[src/rtl/efuse_seq_ctrl.sv]
// eFuse program/read sequencer: drives SCLK/CSB/PGM and the power switch from a
// single clock, with all timing derived from a DIV-cycle tick prescaler.
module efuse_seq_ctrl #(
    parameter int NBITS   = 32,
    parameter int TCKHP_W = 4,
    parameter int DIV     = 5,
    parameter int T_PWR   = 4
) (
    input  logic               clk,
    input  logic               rst,
    input  logic               start,
    input  logic [1:0]         mode,
    input  logic [TCKHP_W-1:0] tckhp,
    input  logic [NBITS-1:0]   prog,
    input  logic               dout,
    output logic               en,
    output logic               rampena,
    output logic               short,
    output logic               csb,
    output logic               pgm,
    output logic               sclk,
    output logic               busy,
    output logic               done,
    output logic               err,
    output logic [NBITS-1:0]   rdata,
    output logic [2:0]         dbg_state
);
    localparam int CW = $clog2(DIV);
    localparam int IW = $clog2(NBITS + 1);
    localparam int PW = $clog2(T_PWR + 1);
    localparam int TW = (TCKHP_W > PW) ? TCKHP_W : PW;

    typedef enum logic [2:0] {
        IDLE   = 3'd0,
        PWR_UP = 3'd1,
        SETUP  = 3'd2,
        BIT_HI = 3'd3,
        BIT_LO = 3'd4,
        HOLD   = 3'd5,
        PWR_DN = 3'd6,
        DONE   = 3'd7
    } state_t;

    state_t           state, state_n;
    logic [CW-1:0]    cnt;
    logic [TW-1:0]    tcnt, tcnt_n, hp_q, hp_in;
    logic [IW-1:0]    idx, idx_n;
    logic [NBITS-1:0] prog_q, shadow;
    logic [1:0]       mode_q;
    logic             start_d, start_edge, tick, legal, accept, bad;
    logic             is_prog, prog_sel, sample, pgm_bit;
    logic             en_n, rampena_n, short_n, csb_n, pgm_n, sclk_n, busy_n, done_n;

    assign start_edge = start & ~start_d;
    assign tick       = (cnt == CW'(DIV - 1));
    assign legal      = (mode == 2'b01) || (mode == 2'b10);
    assign accept     = (state == IDLE) && start_edge && legal;
    assign bad        = (state == IDLE) && start_edge && !legal;
    assign is_prog    = (mode_q == 2'b01);
    // On the accept cycle the latched mode is stale, so look at the live input.
    assign prog_sel   = accept ? (mode == 2'b01) : is_prog;
    assign hp_in      = (tckhp == '0) ? TW'(1) : TW'(tckhp);
    assign sample     = (state == BIT_HI) && tick && (tcnt == hp_q - TW'(1));
    assign dbg_state  = state;

    always_comb begin
        state_n = state;
        tcnt_n  = tcnt;
        idx_n   = idx;
        pgm_bit = 1'b0;
        case (state)
            IDLE: begin
                if (accept) begin
                    state_n = (mode == 2'b01) ? PWR_UP : SETUP;
                    tcnt_n  = '0;
                    idx_n   = '0;
                end
            end
            PWR_UP: begin
                if (tick) begin
                    if (tcnt == TW'(T_PWR - 1)) begin
                        state_n = SETUP;
                        tcnt_n  = '0;
                    end else begin
                        tcnt_n = tcnt + TW'(1);
                    end
                end
            end
            SETUP: begin
                if (tick) begin
                    state_n = BIT_HI;
                    tcnt_n  = '0;
                end
            end
            BIT_HI: begin
                if (tick) begin
                    if (tcnt == hp_q - TW'(1)) begin
                        state_n = BIT_LO;
                        tcnt_n  = '0;
                    end else begin
                        tcnt_n = tcnt + TW'(1);
                    end
                end
            end
            BIT_LO: begin
                if (tick) begin
                    idx_n   = idx + IW'(1);
                    state_n = (idx_n < IW'(NBITS)) ? BIT_HI : HOLD;
                end
            end
            HOLD: begin
                if (tick) state_n = is_prog ? PWR_DN : DONE;
            end
            PWR_DN: begin
                if (tick) state_n = DONE;
            end
            DONE:    state_n = IDLE;
            default: state_n = IDLE;
        endcase

        for (int b = 0; b < NBITS; b++) begin
            if (idx_n == IW'(b)) pgm_bit = prog_q[b];
        end

        // Outputs are registered from the next state so they move one cycle after the tick.
        en_n      = prog_sel && (state_n inside {PWR_UP, SETUP, BIT_HI, BIT_LO, HOLD});
        rampena_n = prog_sel && (state_n inside {SETUP, BIT_HI, BIT_LO, HOLD});
        short_n   = !en_n;
        csb_n     = !(state_n inside {SETUP, BIT_HI, BIT_LO});
        sclk_n    = (state_n == BIT_HI);
        pgm_n     = sclk_n && is_prog && pgm_bit;
        busy_n    = (state_n != IDLE) && (state_n != DONE);
        done_n    = (state_n == DONE);
    end

    always_ff @(posedge clk or posedge rst) begin
        if (rst) begin
            state   <= IDLE;
            cnt     <= '0;
            tcnt    <= '0;
            idx     <= '0;
            prog_q  <= '0;
            mode_q  <= '0;
            hp_q    <= TW'(1);
            shadow  <= '0;
            start_d <= 1'b1;
            en      <= 1'b0;
            rampena <= 1'b0;
            short   <= 1'b1;
            csb     <= 1'b1;
            pgm     <= 1'b0;
            sclk    <= 1'b0;
            busy    <= 1'b0;
            done    <= 1'b0;
            err     <= 1'b0;
            rdata   <= '0;
        end else begin
            state   <= state_n;
            tcnt    <= tcnt_n;
            idx     <= idx_n;
            start_d <= start;
            if (accept || tick) cnt <= '0;
            else                cnt <= cnt + CW'(1);
            if (accept) begin
                prog_q <= prog;
                mode_q <= mode;
                hp_q   <= hp_in;
            end
            if (sample) begin
                for (int b = 0; b < NBITS; b++) begin
                    if (idx == IW'(b)) shadow[b] <= dout;
                end
            end
            if ((state == HOLD) && tick && !is_prog) rdata <= shadow;
            en      <= en_n;
            rampena <= rampena_n;
            short   <= short_n;
            csb     <= csb_n;
            pgm     <= pgm_n;
            sclk    <= sclk_n;
            busy    <= busy_n;
            done    <= done_n;
            err     <= bad;
        end
    end
endmodule

[config.mk]
export PLATFORM = sky130hd
export DESIGN_NAME = efuse_seq_ctrl
export DESIGN_NICKNAME = d
export VERILOG_FILES = /design/src/rtl/efuse_seq_ctrl.sv
export SDC_FILE = /design/constraint.sdc
export NUM_CORES = 1
export LEC_CHECK = 0
export CORE_MARGIN = 2
export CORE_UTILIZATION = 55
export CTS_CLUSTER_DIAMETER = 100
export DETAILED_ROUTE_END_ITERATION = 12
export PLACE_DENSITY = 0.8
export SYNTH_ARGS = -nofsm -noshare
export SYNTH_HDL_FRONTEND = slang
export SYNTH_SLANG_ARGS = --single-unit
[constraint.sdc]
create_clock -name clk -period 7.7 [get_ports clk]
set_input_delay 1.54 -clock clk [delete_from_list [all_inputs] [get_ports clk]]
set_output_delay 1.54 -clock clk [all_outputs]
set_load 0.05 [all_outputs]
==> flow_results.xml, run 1 <==
<?xml version="1.0" encoding="UTF-8"?>
<metrics>
  <group name="logic_synthesis">
    <metric name="area_fraction_in_and_or_nand_and_nor_cells_after_synthesis" unit="">0.187</metric>
    <metric name="synth_area_per_cell" unit="sq um">10.4</metric>
    <metric name="postSynthCellCount" unit="">595</metric>
    <metric name="synth_cell_types" unit="">78</metric>
    <metric name="synth_xor_xnor_area_share" unit="">0.0149</metric>
    <metric name="yosys_most_used_dff" unit="">sky130_fd_sc_hd__dfrtp_1</metric>
    <metric name="multiplexer_area_fraction_after_synthesis" unit="">0.124</metric>
    <metric name="synth.net_count" unit="">646</metric>
    <metric name="synth-edff-count" unit="">0</metric>
    <metric name="synth-adder-area-share" unit="">0.0182</metric>
    <metric name="synth_top_family_by_area" unit="">simple AND/OR/NAND/NOR gates</metric>
    <metric name="synth_sequential_area_ratio" unit="">0.517</metric>
    <metric name="synth_compound_area_frac" unit="">0.0977</metric>
    <metric name="synth_area" unit="sq um">6200</metric>
    <metric name="synth-warning-count" unit="">0</metric>
    <metric name="async_reset_ff_frac" unit="">1.00</metric>
    <metric name="postSynthRegisterBits" unit="">128</metric>
  </group>
  <group name="sta">
    <metric name="setup_viol" unit="">0</metric>
    <metric name="layout_worst_path_cycle_share" unit="">0.515</metric>
    <metric name="max_freq" unit="MHz">252</metric>
    <metric name="slew_headroom" unit="">0.309</metric>
    <metric name="timing.setup.tns" unit="ns">0</metric>
    <metric name="measured_slew_at_the_worst_slew_check_pin" unit="ns">1.04</metric>
    <metric name="fin_worst_skew" unit="ns">0.00918</metric>
    <metric name="final-max-slew-violation-count" unit="">0</metric>
    <metric name="grt_setup_unrepaired" unit="">false</metric>
    <metric name="finalWorstPathRequiredPeriod" unit="ns">3.97</metric>
    <metric name="finalHoldViolCount" unit="">0</metric>
    <metric name="hold_ws" unit="ns">0.483</metric>
  </group>
  <group name="clocking">
    <metric name="postCtsResizedCells" unit="">0</metric>
    <metric name="clk_pin_slew_worst_paths" unit="ns">0.06</metric>
    <metric name="tritoncts_num_sinks" unit="">128</metric>
    <metric name="postCtsHoldBufs" unit="">0</metric>
    <metric name="tritoncts" unit="">built</metric>
    <metric name="clockBufferDepth" unit="">2</metric>
    <metric name="htreeDepth" unit="">4</metric>
    <metric name="insertion_delay" unit="ns">0.42</metric>
    <metric name="cts_buf_count" unit="">17</metric>
    <metric name="post_cts.repair.setup_buffers" unit="">0</metric>
    <metric name="cts_root_buf" unit="">sky130_fd_sc_hd__clkbuf_16</metric>
  </group>
  <group name="outcome">
    <metric name="outcome" unit="">completed</metric>
  </group>
  <group name="cells_and_area">
    <metric name="finalInstanceArea" unit="sq um">7750</metric>
    <metric name="num_antenna_cells" unit="">0</metric>
    <metric name="finalNetCount" unit="">717</metric>
    <metric name="utilization" unit="">0.708</metric>
    <metric name="final_layout_size_suffix_gt1_frac" unit="">0.183</metric>
    <metric name="synthToLayoutAreaGrowth" unit="%">24.9</metric>
  </group>
  <group name="global_route">
    <metric name="globalRouteTotalUtil" unit="">0.250</metric>
    <metric name="grt_antenna_before_repair" unit="">0</metric>
    <metric name="grt_ovf" unit="">0</metric>
    <metric name="grt_pass1_wl" unit="microns">23200</metric>
    <metric name="grt_max_degree" unit="">84</metric>
    <metric name="first_global_vias" unit="">4629</metric>
  </group>
  <group name="route">
    <metric name="route.antenna.remaining_nets" unit="">0</metric>
    <metric name="wl_per_cell" unit="microns">16.9</metric>
    <metric name="met3_wirelength" unit="microns">762</metric>
    <metric name="vias" unit="">4766</metric>
    <metric name="total_wirelength_of_the_detailed_routed_design" unit="microns">13900</metric>
    <metric name="first_drt_pass_iteration_count" unit="">5</metric>
    <metric name="route.top_layer_used" unit="">met4</metric>
    <metric name="detailroute.wirelength.met2" unit="microns">6730</metric>
    <metric name="drt-met1-wl" unit="microns">5930</metric>
    <metric name="number_of_drc_markers_in_iteration_0" unit="">471</metric>
    <metric name="routed_via_density" unit="">5.82</metric>
    <metric name="post-route-drc-count" unit="">0</metric>
  </group>
  <group name="floorplan">
    <metric name="die-height" unit="microns">110</metric>
    <metric name="placementRows" unit="">38</metric>
    <metric name="chipWidth" unit="microns">110</metric>
    <metric name="floorplan.core_area" unit="sq um">10900</metric>
    <metric name="starting_density" unit="">0.567</metric>
    <metric name="ioPinCount" unit="">86</metric>
    <metric name="dieArea" unit="sq um">12100</metric>
  </group>
  <group name="critical_path">
    <metric name="critical_path.slowest_cell" unit="">sky130_fd_sc_hd__a211o_1</metric>
    <metric name="worstSetupEndpointType" unit="">flip-flop</metric>
    <metric name="worstPathCellList" unit="">clkdlybuf4s50_1 -&gt; inv_1 -&gt; ha_1 -&gt; nor3b_2 -&gt; o21ai_1 -&gt; a211o_1 -&gt; o31ai_1 -&gt; o32a_2 -&gt; o2111ai_1 -&gt; a31oi_1</metric>
    <metric name="worstRegToRegCells" unit="">9</metric>
    <metric name="critical_path_arrival" unit="ns">4.31</metric>
    <metric name="rr_endpoint" unit="">pgm</metric>
    <metric name="crit_fanout" unit="">12</metric>
    <metric name="data_required_time_of_the_critical_path" unit="ns">8.04</metric>
    <metric name="beginning_of_the_worst_register_to_register_path" unit="">idx[0]</metric>
    <metric name="cp_slowest_stage_delay" unit="ns">0.50</metric>
    <metric name="r2r_slack" unit="ns">4.73</metric>
    <metric name="crit_path_start_kind" unit="">primary input</metric>
    <metric name="critical_path_class" unit="">in -&gt; reg</metric>
    <metric name="timing.critical_path.from" unit="">mode[1]</metric>
    <metric name="end_point_of_the_critical_path" unit="">pgm</metric>
  </group>
  <group name="min_path">
    <metric name="cells_on_worst_hold_path" unit="">2</metric>
    <metric name="holdCritStartpoint" unit="">prog_q[6]</metric>
    <metric name="hold_path_class" unit="">reg -&gt; reg</metric>
  </group>
  <group name="run">
    <metric name="maxCapViolCount" unit="">0</metric>
  </group>
  <group name="place">
    <metric name="gp_congestion" unit="">0.947</metric>
    <metric name="placement.io_buffers" unit="">85</metric>
    <metric name="placed_area" unit="sq um">7060</metric>
    <metric name="detailed_place_hpwl" unit="microns">9340</metric>
  </group>
  <group name="power_and_ir_drop">
    <metric name="worst_ir_drop_vdd" unit="uV">156</metric>
    <metric name="leakage" unit="nW">3.55</metric>
    <metric name="p_per_area" unit="nW/um^2">214</metric>
  </group>
</metrics>
==> kinds of logic (layout without fill, tap and decap cells) <==
family,Yosys count,after routing
mux,69,69
flops,128,128
simple gates,250,250
fa+ha+maj,9,9
buf+inv,50,134
compound gates,80,80
xor+xnor,9,9
==> through the flow <==
step           power [mW]  instances  worst slack (ns)
5_1_grt              1.71        819              3.58
3_3_place_gp        0.745        787              3.52
3_5_place_dp        0.747        787              3.42
6_report             1.66        819              3.73
2_1_floorplan       0.717        595              2.75
4_1_cts              1.67        819              3.82
==> layout by cell type, fill, tap and decap left out, types with 3 or more instances in the layout <==
cell type	n
sky130_fd_sc_hd__a221oi_1	4
sky130_fd_sc_hd__inv_1	12
sky130_fd_sc_hd__clkdlybuf4s50_1	85
sky130_fd_sc_hd__dfrtp_1	124
sky130_fd_sc_hd__nand2_1	164
sky130_fd_sc_hd__a21oi_1	7
sky130_fd_sc_hd__and3_1	7
sky130_fd_sc_hd__nand4_1	5
sky130_fd_sc_hd__o211ai_1	4
sky130_fd_sc_hd__buf_4	4
sky130_fd_sc_hd__a22oi_1	3
sky130_fd_sc_hd__and2_1	7
sky130_fd_sc_hd__xor2_1	4
sky130_fd_sc_hd__o21ai_0	12
sky130_fd_sc_hd__mux2i_1	4
sky130_fd_sc_hd__nor2b_1	3
sky130_fd_sc_hd__a211oi_1	3
sky130_fd_sc_hd__xnor2_1	4
sky130_fd_sc_hd__nand2b_1	5
sky130_fd_sc_hd__mux2_2	64
sky130_fd_sc_hd__bufinv_16	6
sky130_fd_sc_hd__nor2_1	20
sky130_fd_sc_hd__clkbuf_16	17
sky130_fd_sc_hd__a2bb2oi_1	4
sky130_fd_sc_hd__dfstp_2	4
sky130_fd_sc_hd__ha_1	9
sky130_fd_sc_hd__o22ai_1	6
sky130_fd_sc_hd__nor3_1	10
sky130_fd_sc_hd__a31oi_1	6
sky130_fd_sc_hd__nand3_1	6
==> cells in the mapped netlist, types with 3 or more instances <==
| master | count | area, sq um |
|---|---|---|
| sky130_fd_sc_hd__o21ai_0 | 12 | 60.1 |
| sky130_fd_sc_hd__o211ai_1 | 4 | 30.0 |
| sky130_fd_sc_hd__a221oi_1 | 4 | 35.0 |
| sky130_fd_sc_hd__dfrtp_1 | 124 | 3100 |
| sky130_fd_sc_hd__mux2_2 | 64 | 721 |
| sky130_fd_sc_hd__buf_6 | 5 | 56.3 |
| sky130_fd_sc_hd__nand2_1 | 164 | 616 |
| sky130_fd_sc_hd__a211oi_1 | 3 | 22.5 |
| sky130_fd_sc_hd__nand4_1 | 5 | 31.3 |
| sky130_fd_sc_hd__inv_1 | 13 | 48.8 |
| sky130_fd_sc_hd__buf_4 | 3 | 22.5 |
| sky130_fd_sc_hd__and3_1 | 7 | 43.8 |
| sky130_fd_sc_hd__nor3_1 | 10 | 50.1 |
| sky130_fd_sc_hd__nand2b_1 | 5 | 31.3 |
| sky130_fd_sc_hd__xnor2_1 | 4 | 35.0 |
| sky130_fd_sc_hd__xor2_1 | 4 | 35.0 |
| sky130_fd_sc_hd__clkbuf_1 | 16 | 60.1 |
| sky130_fd_sc_hd__ha_1 | 9 | 113 |
| sky130_fd_sc_hd__dfstp_2 | 4 | 105 |
| sky130_fd_sc_hd__nor2b_1 | 3 | 18.8 |
| sky130_fd_sc_hd__buf_2 | 12 | 60.1 |
| sky130_fd_sc_hd__a22oi_1 | 3 | 22.5 |
| sky130_fd_sc_hd__nor4_1 | 3 | 18.8 |
| sky130_fd_sc_hd__o22ai_1 | 6 | 37.5 |
| sky130_fd_sc_hd__and2_1 | 7 | 43.8 |
| sky130_fd_sc_hd__a21oi_1 | 7 | 35.0 |
| sky130_fd_sc_hd__mux2i_1 | 4 | 40.0 |
| sky130_fd_sc_hd__a2bb2oi_1 | 4 | 35.0 |
| sky130_fd_sc_hd__a31oi_1 | 6 | 37.5 |
| sky130_fd_sc_hd__nand3_1 | 6 | 30.0 |
| sky130_fd_sc_hd__nor2_1 | 20 | 75.1 |
==> state kept, by name, indices dropped and copies added, names as in the netlist <==
name       flops
busy           1
mode_q         2
dbg_state      3
rdata         32
tcnt           4
pgm            1
prog_q        32
sclk           1
start_d        1
hp_q           4
shadow        32
idx            6
done           1
rampena        1
err            1
cnt            3
csb            1
en             1
short          1
==> report_power, final <==
| part | switching, mW | internal, mW |
|---|---|---|
| combinational | 0.0212 | 0.0256 |
| clock | 0.299 | 0.625 |
| sequential | 0.00503 | 0.682 |
==> metal layers <==
metal  GRT usage  up-vias
li1            -     2205
met1       0.332     2327
met2       0.400      190
met3      0.0517       44
met4       0.112        0
met5           0        -
==> worst max-delay path: cells and delay by family <==
family          cells  cell delay [ns]
compound gates      6             1.60
buf+inv             2             0.51
fa+ha+maj           1             0.29
simple gates        1             0.36
==> area by class of cell <==
class	instances	area, sq um
timing repair buffer	89	881
clock buffer	19	453
multi-input combinational	417	2750
clock inverter	13	231
tap	140	175
fill	805	3190
inverter	13	51.3
sequential	128	3210
==> worst min-delay path by stage <==
stage                 end
6_report        prog_q[6]
5_1_grt         prog_q[6]
4_1_cts         prog_q[6]
3_5_place_dp   prog_q[20]
3_3_place_gp    mode_q[0]
2_1_floorplan   prog_q[3]
(Power assumes the default switching activity.)
==> run 2, diff against run 1 <==
clock period = 3.7 ns   (was 7.7 ns; I/O delays follow)
==> run 2 against run 1 <==
  * Clock skew is 0.0019 ns lower
  * Cell area is 0.61% lower
  * Die area stayed put
  * Combinational power is 120% higher
  * Critical path depth is 1 higher
  * Core utilization is 0.43 points lower
  * Critical endpoint unchanged
  * Largest power group unchanged
  * Highest routed layer unchanged
==> flow_results.xml, run 2 (synthesized netlist as in run 1, its figures left out) <==
<?xml version="1.0" encoding="UTF-8"?>
<metrics>
  <group name="route">
    <metric name="wl_per_cell" unit="microns">16.7</metric>
    <metric name="number_of_drc_markers_in_iteration_0" unit="">340</metric>
    <metric name="post-route-drc-count" unit="">0</metric>
    <metric name="first_drt_pass_iteration_count" unit="">5</metric>
    <metric name="total_wirelength_of_the_detailed_routed_design" unit="microns">13700</metric>
    <metric name="vias" unit="">4727</metric>
    <metric name="routed_via_density" unit="">5.74</metric>
    <metric name="route.antenna.remaining_nets" unit="">0</metric>
  </group>
  <group name="floorplan">
    <metric name="die-height" unit="microns">110</metric>
    <metric name="placementRows" unit="">38</metric>
    <metric name="ioPinCount" unit="">86</metric>
    <metric name="starting_density" unit="">0.567</metric>
    <metric name="chipWidth" unit="microns">110</metric>
    <metric name="floorplan.core_area" unit="sq um">10900</metric>
    <metric name="dieArea" unit="sq um">12100</metric>
  </group>
  <group name="sta">
    <metric name="grt_setup_unrepaired" unit="">false</metric>
    <metric name="final-max-slew-violation-count" unit="">0</metric>
    <metric name="hold_ws" unit="ns">0.466</metric>
    <metric name="max_freq" unit="MHz">322</metric>
    <metric name="setup_viol" unit="">0</metric>
    <metric name="fin_worst_skew" unit="ns">0.00727</metric>
    <metric name="timing.setup.tns" unit="ns">0</metric>
    <metric name="measured_slew_at_the_worst_slew_check_pin" unit="ns">1.03</metric>
    <metric name="finalWorstPathRequiredPeriod" unit="ns">3.10</metric>
    <metric name="slew_headroom" unit="">0.308</metric>
    <metric name="layout_worst_path_cycle_share" unit="">0.838</metric>
    <metric name="finalHoldViolCount" unit="">0</metric>
  </group>
  <group name="cells_and_area">
    <metric name="n_fill_cell" unit="">827</metric>
    <metric name="final_cell_mix" unit="">164 x sky130_fd_sc_hd__nand2_1, 124 x sky130_fd_sc_hd__dfrtp_1, 85 x sky130_fd_sc_hd__clkdlybuf4s50_1, 64 x sky130_fd_sc_hd__mux2_2, 20 x sky130_fd_sc_hd__nor2_1</metric>
    <metric name="area.sequential" unit="sq um">3210</metric>
    <metric name="finalInstanceArea" unit="sq um">7700</metric>
    <metric name="final_common_cell" unit="">sky130_fd_sc_hd__nand2_1</metric>
    <metric name="final_cells" unit="">823</metric>
    <metric name="final_layout_size_suffix_gt1_frac" unit="">0.182</metric>
    <metric name="finalNetCount" unit="">721</metric>
    <metric name="synthToLayoutAreaGrowth" unit="%">24.2</metric>
    <metric name="num_antenna_cells" unit="">0</metric>
    <metric name="leading_registers_by_flop_count" unit="">prog_q x32, rdata x32, shadow x32</metric>
    <metric name="multi_input_comb_area" unit="sq um">2750</metric>
  </group>
  <group name="critical_path">
    <metric name="data_required_time_of_the_critical_path" unit="ns">3.98</metric>
    <metric name="rr_endpoint" unit="">pgm</metric>
    <metric name="critical_path.top_delay_family" unit="">compound AO/OA/AOI/OAI gates</metric>
    <metric name="crit_fanout" unit="">12</metric>
    <metric name="critical_path_class" unit="">in -&gt; reg</metric>
    <metric name="worstRegToRegCells" unit="">9</metric>
    <metric name="worst-path-stages" unit="">11</metric>
    <metric name="path_buf_inv" unit="">2</metric>
    <metric name="beginning_of_the_worst_register_to_register_path" unit="">idx[0]</metric>
    <metric name="worstSetupEndpointType" unit="">flip-flop</metric>
    <metric name="critical_path.slowest_cell" unit="">sky130_fd_sc_hd__a211o_1</metric>
    <metric name="cp_slowest_stage_delay" unit="ns">0.51</metric>
    <metric name="worstPathCellList" unit="">clkdlybuf4s50_1 -&gt; inv_1 -&gt; ha_1 -&gt; nor3b_2 -&gt; o21ai_1 -&gt; a211o_1 -&gt; and2_1 -&gt; o21ai_1 -&gt; a2bb2oi_1 -&gt; o21ai_0 -&gt; a31oi_1</metric>
    <metric name="critical_path.most_common_cell" unit="">sky130_fd_sc_hd__o21ai_1</metric>
    <metric name="critical_path_arrival" unit="ns">3.38</metric>
    <metric name="r2r_slack" unit="ns">0.85</metric>
    <metric name="crit_path_start_kind" unit="">primary input</metric>
  </group>
  <group name="power_and_ir_drop">
    <metric name="p_per_area" unit="nW/um^2">412</metric>
    <metric name="leakage" unit="nW">3.53</metric>
    <metric name="share_clk_of_total_power" unit="">0.517</metric>
    <metric name="share_comb_of_total_power" unit="">0.032</metric>
    <metric name="worst_ir_drop_vdd" unit="uV">214</metric>
    <metric name="sequentialPowerShare" unit="">0.451</metric>
    <metric name="p_switching" unit="uW">643</metric>
    <metric name="power.total" unit="mW">3.17</metric>
    <metric name="cell_internal_pwr" unit="mW">2.53</metric>
    <metric name="netSwitchingFraction" unit="">0.203</metric>
  </group>
  <group name="outcome">
    <metric name="outcome" unit="">completed</metric>
  </group>
  <group name="global_route">
    <metric name="grt_max_degree" unit="">47</metric>
    <metric name="grt_antenna_before_repair" unit="">0</metric>
    <metric name="globalRouteTotalUtil" unit="">0.245</metric>
    <metric name="grt_ovf" unit="">0</metric>
    <metric name="first_global_vias" unit="">4772</metric>
    <metric name="grt_pass1_wl" unit="microns">22800</metric>
  </group>
  <group name="clocking">
    <metric name="tritoncts" unit="">built</metric>
    <metric name="post_cts.repair.setup_buffers" unit="">0</metric>
    <metric name="postCtsResizedCells" unit="">0</metric>
    <metric name="postCtsHoldBufs" unit="">0</metric>
    <metric name="clockBufferDepth" unit="">2</metric>
    <metric name="cts_buf_count" unit="">17</metric>
    <metric name="htreeDepth" unit="">4</metric>
    <metric name="cts_root_buf" unit="">sky130_fd_sc_hd__clkbuf_16</metric>
    <metric name="tritoncts_num_sinks" unit="">128</metric>
    <metric name="insertion_delay" unit="ns">0.41</metric>
    <metric name="clk_pin_slew_worst_paths" unit="ns">0.05</metric>
  </group>
  <group name="place">
    <metric name="detailed_place_hpwl" unit="microns">9660</metric>
    <metric name="gp_congestion" unit="">0.944</metric>
    <metric name="dp_cells" unit="">791</metric>
    <metric name="placed_area" unit="sq um">7120</metric>
    <metric name="placement.io_buffers" unit="">85</metric>
  </group>
  <group name="min_path">
    <metric name="hold_path_class" unit="">reg -&gt; reg</metric>
    <metric name="holdCritStartpoint" unit="">mode_q[0]</metric>
    <metric name="cells_on_worst_hold_path" unit="">2</metric>
    <metric name="min_delay_worst_endpoint" unit="">mode_q[0]</metric>
  </group>
  <group name="run">
    <metric name="maxCapViolCount" unit="">0</metric>
  </group>
</metrics>
run 2: cell count changes in the layout (fill, tap and decap cells not counted):
| cell | before | now |
|---|---|---|
| sky130_fd_sc_hd__clkbuf_1 | 0 | 4 |
| sky130_fd_sc_hd__bufinv_16 | 6 | 3 |
| sky130_fd_sc_hd__clkinv_2 | 2 | 5 |
| sky130_fd_sc_hd__buf_12 | 0 | 2 |
| sky130_fd_sc_hd__buf_4 | 4 | 6 |
| sky130_fd_sc_hd__clkbuf_8 | 2 | 0 |
| sky130_fd_sc_hd__inv_6 | 2 | 0 |
| sky130_fd_sc_hd__clkinv_4 | 1 | 2 |
| sky130_fd_sc_hd__inv_4 | 1 | 0 |
run 2: layout make-up:
| class | instances | area share |
|---|---|---|
| clock buffers | 21 | 0.0572 |
| repair buffers | 93 | 0.122 |
| multi-input cells | 417 | 0.357 |
| well taps | 140 | 0.0228 |
| inverters | 13 | 0.00683 |
| flip-flops and latches | 128 | 0.417 |
| clock inverters | 11 | 0.0182 |
run 2: routing by layer:
layer	wire, microns	share of wire	track usage
met5	0	0	0
met4	383	0.028	0.117
met3	665	0.049	0.0482
met2	6790	0.50	0.410
met1	5870	0.43	0.306
run 2: worst max-delay path by stage:
stage / startpoint / slack, ns / end
5_1_grt: mode[1] / 0.48 / pgm
3_5_place_dp: mode[1] / 0.22 / pgm
2_1_floorplan: mode[1] / 1.03 / pgm
4_1_cts: mode[1] / 0.67 / pgm
3_3_place_gp: mode[1] / 0.31 / pgm
6_report: mode[1] / 0.60 / pgm
run 2: stage by stage:
stage	setup slack [ns]	util
after detailed placement	0.218	0.651
after global placement	0.309	0.651
after floorplan	1.03	-
after CTS	0.670	0.704
final	0.598	0.704
after global routing	0.479	0.704
run 2: power groups by stage:
stage | registers (mW) | clock network, mW | logic (mW)
after floorplan | 1.45 | 0 | 0.0428
after global placement | 1.45 | 0 | 0.101
after detailed placement | 1.45 | 0 | 0.104
after CTS | 1.43 | 1.66 | 0.105
after global routing | 1.43 | 1.73 | 0.115
final | 1.43 | 1.64 | 0.102
run 2: worst reg2reg max path: stages, from the launching register on:
cell,delay (ns)
sky130_fd_sc_hd__dfrtp_1,0.64
sky130_fd_sc_hd__inv_1,0.24
sky130_fd_sc_hd__ha_1,0.44
sky130_fd_sc_hd__nor3b_1,0.09
sky130_fd_sc_hd__nor3_1,0.49
sky130_fd_sc_hd__o22ai_1,0.16
sky130_fd_sc_hd__nor3_1,0.23
sky130_fd_sc_hd__o32a_2,0.19
sky130_fd_sc_hd__o2111ai_1,0.10
sky130_fd_sc_hd__a31oi_1,0.19
==> run 3, diff against run 2 <==
clock period = 2.86 ns   (was 3.7 ns; I/O delays follow)
==> run 3 against run 2 <==
  * Register-to-register slack worse by 0.70 ns
  * Die area unchanged
  * Sequential power up 29%
  * Critical endpoint unchanged
  * Highest routed layer unchanged
==> flow_results.xml, run 3 (synthesized netlist as in run 1, its figures left out) <==
<?xml version="1.0" encoding="UTF-8"?>
<metrics>
  <group name="sta">
    <metric name="finalHoldViolCount" unit="">0</metric>
    <metric name="finalWorstPathRequiredPeriod" unit="ns">2.73</metric>
    <metric name="layout_worst_path_cycle_share" unit="">0.956</metric>
    <metric name="measured_slew_at_the_worst_slew_check_pin" unit="ns">0.983</metric>
    <metric name="slew_headroom" unit="">0.342</metric>
    <metric name="setup_viol" unit="">0</metric>
    <metric name="fin_worst_skew" unit="ns">0.0105</metric>
    <metric name="final-max-slew-violation-count" unit="">0</metric>
    <metric name="max_freq" unit="MHz">366</metric>
    <metric name="grt_setup_unrepaired" unit="">true</metric>
  </group>
  <group name="global_route">
    <metric name="grt_antenna_before_repair" unit="">0</metric>
    <metric name="first_global_vias" unit="">4835</metric>
    <metric name="globalRouteTotalUtil" unit="">0.246</metric>
    <metric name="grt_ovf" unit="">0</metric>
    <metric name="grt_pass1_wl" unit="microns">23100</metric>
    <metric name="grt_max_degree" unit="">129</metric>
  </group>
  <group name="route">
    <metric name="number_of_drc_markers_in_iteration_0" unit="">349</metric>
    <metric name="vias" unit="">4813</metric>
    <metric name="first_drt_pass_iteration_count" unit="">5</metric>
    <metric name="wl_per_cell" unit="microns">16.4</metric>
    <metric name="total_wirelength_of_the_detailed_routed_design" unit="microns">14000</metric>
    <metric name="route.antenna.remaining_nets" unit="">0</metric>
    <metric name="post-route-drc-count" unit="">0</metric>
    <metric name="routed_via_density" unit="">5.65</metric>
  </group>
  <group name="floorplan">
    <metric name="floorplan.core_area" unit="sq um">10900</metric>
    <metric name="ioPinCount" unit="">86</metric>
    <metric name="placementRows" unit="">38</metric>
    <metric name="starting_density" unit="">0.567</metric>
    <metric name="chipWidth" unit="microns">110</metric>
    <metric name="die-height" unit="microns">110</metric>
    <metric name="dieArea" unit="sq um">12100</metric>
  </group>
  <group name="place">
    <metric name="detailed_place_hpwl" unit="microns">9590</metric>
    <metric name="placement.io_buffers" unit="">85</metric>
    <metric name="gp_congestion" unit="">0.919</metric>
    <metric name="dp_cells" unit="">820</metric>
    <metric name="placed_area" unit="sq um">7320</metric>
  </group>
  <group name="clocking">
    <metric name="htreeDepth" unit="">4</metric>
    <metric name="postCtsHoldBufs" unit="">0</metric>
    <metric name="clockBufferDepth" unit="">2</metric>
    <metric name="cts_root_buf" unit="">sky130_fd_sc_hd__clkbuf_16</metric>
    <metric name="post_cts.repair.setup_buffers" unit="">0</metric>
    <metric name="tritoncts_num_sinks" unit="">128</metric>
    <metric name="clk_pin_slew_worst_paths" unit="ns">0.06</metric>
    <metric name="cts_buf_count" unit="">17</metric>
    <metric name="insertion_delay" unit="ns">0.42</metric>
    <metric name="tritoncts" unit="">built</metric>
  </group>
  <group name="critical_path">
    <metric name="critical_path_arrival" unit="ns">3.03</metric>
    <metric name="data_required_time_of_the_critical_path" unit="ns">3.16</metric>
    <metric name="critical_path_class" unit="">in -&gt; reg</metric>
    <metric name="worstPathCellList" unit="">clkdlybuf4s50_1 -&gt; inv_1 -&gt; ha_1 -&gt; nor3b_2 -&gt; buf_4 -&gt; and2_1 -&gt; or3_1 -&gt; a221oi_1 -&gt; a211oi_2 -&gt; o2111ai_1 -&gt; a31oi_1</metric>
    <metric name="crit_fanout" unit="">6</metric>
    <metric name="crit_path_start_kind" unit="">primary input</metric>
    <metric name="cp_slowest_stage_delay" unit="ns">0.51</metric>
    <metric name="worstSetupEndpointType" unit="">flip-flop</metric>
    <metric name="critical_path.slowest_cell" unit="">sky130_fd_sc_hd__or3_1</metric>
  </group>
  <group name="power_and_ir_drop">
    <metric name="netSwitchingFraction" unit="">0.212</metric>
    <metric name="p_per_area" unit="nW/um^2">531</metric>
    <metric name="cell_internal_pwr" unit="mW">3.33</metric>
    <metric name="p_switching" unit="uW">894</metric>
    <metric name="share_clk_of_total_power" unit="">0.531</metric>
    <metric name="leakage" unit="nW">3.67</metric>
    <metric name="worst_ir_drop_vdd" unit="uV">409</metric>
    <metric name="sequentialPowerShare" unit="">0.438</metric>
    <metric name="share_comb_of_total_power" unit="">0.031</metric>
  </group>
  <group name="cells_and_area">
    <metric name="num_antenna_cells" unit="">0</metric>
    <metric name="n_fill_cell" unit="">798</metric>
    <metric name="final_common_cell" unit="">sky130_fd_sc_hd__nand2_1</metric>
    <metric name="synthToLayoutAreaGrowth" unit="%">28.2</metric>
    <metric name="final_layout_size_suffix_gt1_frac" unit="">0.226</metric>
    <metric name="final_cells" unit="">852</metric>
    <metric name="finalNetCount" unit="">750</metric>
    <metric name="final_cell_mix" unit="">164 x sky130_fd_sc_hd__nand2_1, 124 x sky130_fd_sc_hd__dfrtp_1, 85 x sky130_fd_sc_hd__clkdlybuf4s50_1, 64 x sky130_fd_sc_hd__mux2_2, 36 x sky130_fd_sc_hd__buf_4</metric>
    <metric name="leading_registers_by_flop_count" unit="">prog_q x32, rdata x32, shadow x32</metric>
    <metric name="area.sequential" unit="sq um">3210</metric>
    <metric name="finalInstanceArea" unit="sq um">7950</metric>
    <metric name="multi_input_comb_area" unit="sq um">2760</metric>
  </group>
  <group name="min_path">
    <metric name="hold_path_class" unit="">reg -&gt; reg</metric>
  </group>
  <group name="outcome">
    <metric name="outcome" unit="">completed</metric>
  </group>
  <group name="run">
    <metric name="maxCapViolCount" unit="">0</metric>
  </group>
</metrics>
run 3: cell types whose count changed in the layout (fill, tap and decap cells not counted), moves of 3 or more:
cell and change:
sky130_fd_sc_hd__clkinv_2 -3, sky130_fd_sc_hd__clkbuf_1 -3, sky130_fd_sc_hd__and2_2 +4, sky130_fd_sc_hd__and2_1 -4, sky130_fd_sc_hd__buf_4 +30
run 3: through the flow:
| stage | util | power (mW) | hold WS, ns | TNS, ns | worst slack, ns |
|---|---|---|---|---|---|
| floorplan | - | 1.93 | 0.436 | 0 | 0.354 |
| global placement | 0.670 | 2.01 | 0.452 | -0.233 | -0.233 |
| detailed placement | 0.670 | 2.01 | 0.461 | -0.271 | -0.271 |
| CTS | 0.726 | 4.26 | 0.471 | 0 | 0.0310 |
| global route | 0.727 | 4.34 | 0.489 | -0.0492 | -0.0146 |
| finish | 0.727 | 4.22 | 0.472 | 0 | 0.127 |
run 3: routing by layer:
layer,global-route usage,vias up,part of all wire
met1,0.311,2338,0.43
met5,0,-,0
met2,0.411,161,0.49
met4,0.121,0,0.028
li1,-,2282,-
met3,0.0423,32,0.046
run 3: cell type report:
type | count | area share
clock buffers | 20 | 0.0574
repair buffers | 122 | 0.144
multi-input cells | 417 | 0.347
well taps | 140 | 0.0220
inverters | 13 | 0.00661
clock inverters | 12 | 0.0198
flip-flops and latches | 128 | 0.404
run 3: path summary, 6_finish.rpt:
check / start / end / slack, ns / depth (start not counted)
max: mode[1] / pgm / 0.13 / 11
min: cnt[0] / cnt[0] / 0.47 / 1
max reg2reg: hp_q[0] / shadow[17] / 0.15 / 9
min reg2reg: cnt[0] / cnt[0] / 0.47 / 1
max in group asynchronous: rst / en / 1.67 / 3
min in group asynchronous: rst / rdata[28] / 0.71 / 3
run 3: worst max-delay path, delay by kind of cell:
family,cells,cell delay (ns)
simple gates,3,0.73
buf+inv,3,0.64
compound gates,4,0.78
fa+ha+maj,1,0.29
run 3: power by group through the flow:
stage / logic (mW) / registers (mW) / clock network [mW]
after floorplan: 0.0554 / 1.88 / 0
after global placement: 0.128 / 1.88 / 0
after detailed placement: 0.131 / 1.88 / 0
after global routing: 0.145 / 1.85 / 2.34
after CTS: 0.133 / 1.85 / 2.27
final: 0.130 / 1.85 / 2.24
run 3: repair_timing:
action | in CTS | in global routing
gates resized for setup | 0 | 6
setup endpoints to repair | 0 | 33
hold endpoints to repair | 0 | 0
